[src/rtl/bcd_to_bin_pkg.sv]
// ---------------------------------------------------------------------------
// bcd_to_bin_pkg
//   Shared definitions for the BCD-to-binary converter:
//   - FSM state encoding (IDLE / SHIFT / DONE)
//   - default DIGITS / BIN_W
//   - digit-correction constants used by the reverse double-dabble step
// ---------------------------------------------------------------------------
package bcd_to_bin_pkg;

    localparam int DIGITS_DEF = 4;
    localparam int BIN_W_DEF  = 14;

    // A shifted BCD digit at or above 8 came from an odd upper digit that
    // contributed 10 (not 16) to the lower one; taking 3 away restores it.
    localparam logic [3:0] DIG_THRESH = 4'd8;
    localparam logic [3:0] DIG_ADJ    = 4'd3;

    typedef enum logic [1:0] {
        IDLE  = 2'd0,
        SHIFT = 2'd1,
        DONE  = 2'd2
    } state_t;

endpackage

[src/rtl/bcd_digit_sub3.sv]
// ---------------------------------------------------------------------------
// bcd_digit_sub3
//   Per-digit correction for the reverse double-dabble shift:
//   q = (d >= 8) ? d - 3 : d
// Ports:
//   d  in  4  shifted BCD digit
//   q  out 4  corrected digit
// ---------------------------------------------------------------------------
import bcd_to_bin_pkg::*;

module bcd_digit_sub3 (
    input  logic [3:0] d,
    output logic [3:0] q
);

    assign q = (d >= DIG_THRESH) ? (d - DIG_ADJ) : d;

endmodule

[src/rtl/bcd_to_bin.sv]
// ---------------------------------------------------------------------------
// bcd_to_bin
//   Multi-cycle packed-BCD to binary converter (reverse double-dabble).
//   A legal request takes BIN_W shift cycles; a request holding any digit
//   above 9 is flagged on err and completes immediately with bin = 0.
// Ports:
//   clk      in   1          clock, rising edge
//   reset_n  in   1          asynchronous active-low reset
//   start    in   1          conversion request, sampled only in IDLE
//   bcd      in   4*DIGITS   packed BCD, digit 0 in [3:0]
//   bin      out  BIN_W      registered result
//   valid    out  1          one-cycle pulse: new bin/err available
//   busy     out  1          high in SHIFT and DONE (requests ignored)
//   err      out  1          last accepted bcd had a digit > 9
// ---------------------------------------------------------------------------
import bcd_to_bin_pkg::*;

module bcd_to_bin #(
    parameter int DIGITS = DIGITS_DEF,
    parameter int BIN_W  = BIN_W_DEF
) (
    input  logic                  clk,
    input  logic                  reset_n,
    input  logic                  start,
    input  logic [4*DIGITS-1:0]   bcd,
    output logic [BIN_W-1:0]      bin,
    output logic                  valid,
    output logic                  busy,
    output logic                  err
);

    localparam int BCD_W = 4 * DIGITS;
    // Must reach BIN_W itself without wrapping.
    localparam int CNT_W = $clog2(BIN_W + 1);

    state_t             state, state_nxt;
    logic [BCD_W-1:0]   bcd_reg;
    logic [BIN_W-1:0]   bin_reg;
    logic [CNT_W-1:0]   cnt;

    logic [DIGITS-1:0]  dig_bad;
    logic               bad;
    logic               last_iter;

    logic [BCD_W-1:0]   bcd_sh;
    logic [BCD_W-1:0]   bcd_fix;
    logic [BIN_W-1:0]   bin_sh;

    // -----------------------------------------------------------------
    // Input legality and per-digit correction of the shifted BCD register
    // -----------------------------------------------------------------
    genvar g;
    generate
        for (g = 0; g < DIGITS; g++) begin : g_dig
            assign dig_bad[g] = (bcd[4*g +: 4] > 4'd9);

            bcd_digit_sub3 u_sub3 (
                .d (bcd_sh[4*g +: 4]),
                .q (bcd_fix[4*g +: 4])
            );
        end
    endgenerate

    assign bad = |dig_bad;

    // {bcd_reg, bin_reg} >> 1: bcd LSB falls into the binary MSB.
    assign bcd_sh = {1'b0, bcd_reg[BCD_W-1:1]};
    assign bin_sh = {bcd_reg[0], bin_reg[BIN_W-1:1]};

    assign last_iter = (cnt == CNT_W'(BIN_W - 1));

    // -----------------------------------------------------------------
    // FSM: state register
    // -----------------------------------------------------------------
    always_ff @(posedge clk or negedge reset_n) begin
        if (!reset_n) state <= IDLE;
        else          state <= state_nxt;
    end

    // -----------------------------------------------------------------
    // FSM: next state
    // -----------------------------------------------------------------
    always_comb begin
        state_nxt = state;
        case (state)
            IDLE:    if (start) state_nxt = bad ? DONE : SHIFT;
            SHIFT:   if (last_iter) state_nxt = DONE;
            DONE:    state_nxt = IDLE;
            default: state_nxt = IDLE;
        endcase
    end

    // -----------------------------------------------------------------
    // FSM: outputs (decoded straight from the state register)
    // -----------------------------------------------------------------
    always_comb begin
        valid = 1'b0;
        busy  = 1'b0;
        case (state)
            SHIFT:   busy = 1'b1;
            DONE: begin
                valid = 1'b1;
                busy  = 1'b1;
            end
            default: ;
        endcase
    end

    // -----------------------------------------------------------------
    // Datapath
    // -----------------------------------------------------------------
    always_ff @(posedge clk or negedge reset_n) begin
        if (!reset_n) begin
            bcd_reg <= '0;
            bin_reg <= '0;
            cnt     <= '0;
            bin     <= '0;
            err     <= 1'b0;
        end else begin
            case (state)
                IDLE: begin
                    if (start) begin
                        if (bad) begin
                            bin <= '0;
                            err <= 1'b1;
                        end else begin
                            bcd_reg <= bcd;
                            bin_reg <= '0;
                            cnt     <= '0;
                        end
                    end
                end
                SHIFT: begin
                    bcd_reg <= bcd_fix;
                    bin_reg <= bin_sh;
                    cnt     <= cnt + CNT_W'(1);
                    // Publish the post-shift value directly so bin is valid
                    // in the DONE cycle.
                    if (last_iter) begin
                        bin <= bin_sh;
                        err <= 1'b0;
                    end
                end
                default: ;
            endcase
        end
    end

endmodule

[config.mk]
export PLATFORM = sky130hd
export DESIGN_NAME = bcd_to_bin
export DESIGN_NICKNAME = d
export VERILOG_FILES = /design/src/rtl/bcd_to_bin_pkg.sv /design/src/rtl/bcd_digit_sub3.sv /design/src/rtl/bcd_to_bin.sv
export SDC_FILE = /design/constraint.sdc
export NUM_CORES = 1
export LEC_CHECK = 0
export ABC_AREA = 1
export BUFFER_PORTS_ARGS = -buffer_cell sky130_fd_sc_hd__buf_2
export CORE_MARGIN = 2
export CORE_UTILIZATION = 50
export CTS_CLUSTER_DIAMETER = 40
export DETAILED_ROUTE_END_ITERATION = 12
export PLACE_DENSITY_LB_ADDON = 0.12
export SLEW_MARGIN = 20
export SYNTH_ARGS = -nofsm -noshare
export SYNTH_HDL_FRONTEND = slang
export SYNTH_SLANG_ARGS = --single-unit
[constraint.sdc]
create_clock -name clk -period 2.1 [get_ports clk]
set_input_delay 0.21 -clock clk [delete_from_list [all_inputs] [get_ports clk]]
set_output_delay 0.21 -clock clk [all_outputs]
set_load 0.005 [all_outputs]
==> impl_metrics.tcl <==
set metrics [dict create \
    setup_viol 0 \
    ys_top_cells_by_count "144 x nand2_1, 53 x nand3_1, 50 x dfrtp_1" \
    grt_pass1_wl_um 10500 \
    critPathArrivalTime_ns 1.97 \
    cts.sinks 50 \
    avgSynthCellArea_um2 7.42 \
    grt_use_total 0.216 \
    grt_pass1_vias 2344 \
    maxCapViolCount 0 \
    worst-setup-path-type "flip-flop to flip-flop" \
    row_count 26 \
    synth.area.top_cells "dfrtp_1 46%, nand2_1 20%, nand3_1 9.8%" \
    gr-total-overflow 0 \
    cp_max_fo 15 \
    dp_hpwl_um 4000 \
    area_delta_synth_final_pct 13.8 \
    dr.first_iter.drc_count 116 \
    tightest_slew_ns 0.579 \
    die_area_um2 5990 \
    end_kind "flip-flop" \
    synth.net_count 393 \
    synthAdderAreaFrac 0.0511 \
    root_buffer "clkbuf_8" \
    slew_viol_final 0 \
    synth_edf_count 0 \
    finClkSkew_ns 0.00677 \
    peakVddDrop_mv 0.669 \
    synth_top_family_by_area "simple AND/OR/NAND/NOR gates" \
    ys_warn_count 0 \
    netlist_instances 363 \
    synth-simple-area-share 0.344 \
    clkTransAtPathRegs_ns 0.09 \
    p_leak_nw 1.83 \
    clk_latency_ns 0.30 \
    yosys.area_share.xor_xnor 0.00650 \
    largest_reg_flops 27 \
    slowest_stage "dfrtp_1" \
    num_vias 2371 \
    cpPeakStageDelay_ns 0.38 \
    drc 0 \
    period_minus_slack_ns 1.77 \
    async_reset_ff_frac 1.00 \
    cts_made_buffers 5 \
    grt_antenna_before_repair 0 \
    status "finished clean" \
    required_ns 2.30 \
    finalSetupTns_ns 0 \
    period_share 0.841 \
    synth_cell_types 22 \
    start_util 0.524 \
    p_total_mw 3.72 \
    yosysSeqAreaShare 0.464 \
    rsz0062_at_grt "no" \
    synth.mux.area_fraction 0 \
    die_h_um 77.4 \
    cp_cell_sequence "inv_1, ha_1, inv_2, nor2_2, a21oi_4, and2_1, nand2_4, nand2_1, nand2_1" \
    yosysMostFrequentCell "nand2_1" \
    synth_top_area_frac 0.464 \
    synth_flop_cell "dfrtp_1" \
    cpMostUsedCell "nand2_1" \
    p_per_area_nw_per_um2 1210 \
    vias_per_cell 5.04 \
    max_freq_mhz 566 \
    first_pass_iters 4 \
    layout-drive-gt1-share 0.148 \
    cts.repair.resized 0 \
    relSlewSlack 0.614 \
    finalHoldViolCount 0 \
    wire_per_inst_um 11.9 \
    diodes 0 \
    nets 429 \
    htree_levels 2 \
    grt_max_degree 27 \
    yosys.area.top_type "dfrtp_1" \
    synth-compound-area-share 0.0548 \
    port_buffers 35 \
    path_buf_inv 2 \
    clockBufferDepth 2 \
    synth_seq_cells 50 \
    cts_tree "done" \
    fp.coreArea_um2 5140 \
    die_w_um 77.4 \
    ant_nets 0 \
    netlist_area_um2 2700 \
    ioPinCount 36 \
    wl_um 5580 \
    crit_family "simple AND/OR/NAND/NOR gates" \
    startpoint_type "flip-flop" \
    gp_congestion 0.831 \
    hp-class "input port to flip-flop" \
]
## cells by family after synthesis
kind of cell	count (synthesis)
fa+ha+maj	11
buf+inv	50
xor+xnor	2
simple gates	225
compound gates	25
flops	50
## final timing paths
check / startpoint / to / slack [ns] / cells after the start
worst min register to register: bin[9]$_DFFE_PN0P_ / bin[9]$_DFFE_PN0P_ / 0.47 / 2
worst min-delay path: bcd[4] / bcd_reg[4]$_DFFE_PN0P_ / 0.24 / 5
max in group asynchronous: reset_n / cnt[1]$_DFFE_PN0P_ / 1.13 / 3
worst max register to register: state[0]$_DFFE_PN0P_ / bin[4]$_DFFE_PN0P_ / 0.33 / 9
min in group asynchronous: reset_n / bcd_reg[1]$_DFFE_PN0P_ / 0.43 / 2
worst max-delay path: state[0]$_DFFE_PN0P_ / bin[4]$_DFFE_PN0P_ / 0.33 / 9
## metrics by stage
stage / hold slack, ns / worst slack (ns) / cells / util / instance area [um2]
after global placement: 0.244 / 0.408 / 461 / 0.576 / 2960
final: 0.242 / 0.335 / 470 / 0.597 / 3070
after global routing: 0.285 / 0.163 / 470 / 0.597 / 3070
after CTS: 0.238 / 0.341 / 470 / 0.597 / 3070
after floorplan: -0.0856 / 0.461 / 363 / - / 2700
after detailed placement: 0.241 / 0.359 / 461 / 0.576 / 2960
## repair_timing
item,in CTS,in global routing
buffers inserted,0,0
hold buffers,1,0
endpoints found under the hold margin,24,0
## metal layers
layer  routed length [um]  vias to the layer above  global-route usage
li1                     -                     1206                   -
met1                 2680                     1119               0.295
met2                 2640                       42               0.359
met3                  214                        4              0.0384
met4                   49                        0              0.0554
met5                    0                        -                   0
## worst min-delay path, stage by stage
cell and delay [ns]:
buf_2 0.07, nand2_1 0.04, nand2_1 0.06, nand3_1 0.07, nand2_1 0.06
## layout by cell type, fill, tap and decap left out
| cell type | instances |
|---|---|
| a21oi_1 | 9 |
| a21oi_4 | 1 |
| and2_1 | 1 |
| buf_12 | 1 |
| buf_2 | 35 |
| buf_4 | 11 |
| clkbuf_1 | 1 |
| clkbuf_8 | 6 |
| dfrtp_1 | 50 |
| dlygate4sd3_1 | 1 |
| ha_1 | 11 |
| inv_1 | 29 |
| inv_2 | 2 |
| inv_6 | 1 |
| nand2_1 | 144 |
| nand2_4 | 1 |
| nand3_1 | 53 |
| nand3b_1 | 1 |
| nor2_1 | 24 |
| nor2_2 | 1 |
| o21ai_0 | 9 |
| o21bai_1 | 3 |
| o22ai_1 | 3 |
| xnor2_1 | 1 |
| xor2_1 | 1 |
## where the power goes
| part | total, mW | internal (mW) | switching [mW] |
|---|---|---|---|
| Clock | 0.592 | 0.273 | 0.319 |
| Combinational | 1.73 | 0.600 | 1.13 |
| Sequential | 1.40 | 1.18 | 0.215 |
| Total | 3.72 | 2.06 | 1.66 |
## cell type report
class / instances / area, um2
clock buffers: 7 / 86.3
clock inverters: 1 / 8.76
fillers: 525 / 2070
inverters: 31 / 116
multi-input cells: 263 / 1230
flip-flops and latches: 50 / 1250
well taps: 70 / 87.6
repair buffers: 48 / 288
Note: power is estimated with default switching activity, not from simulation.
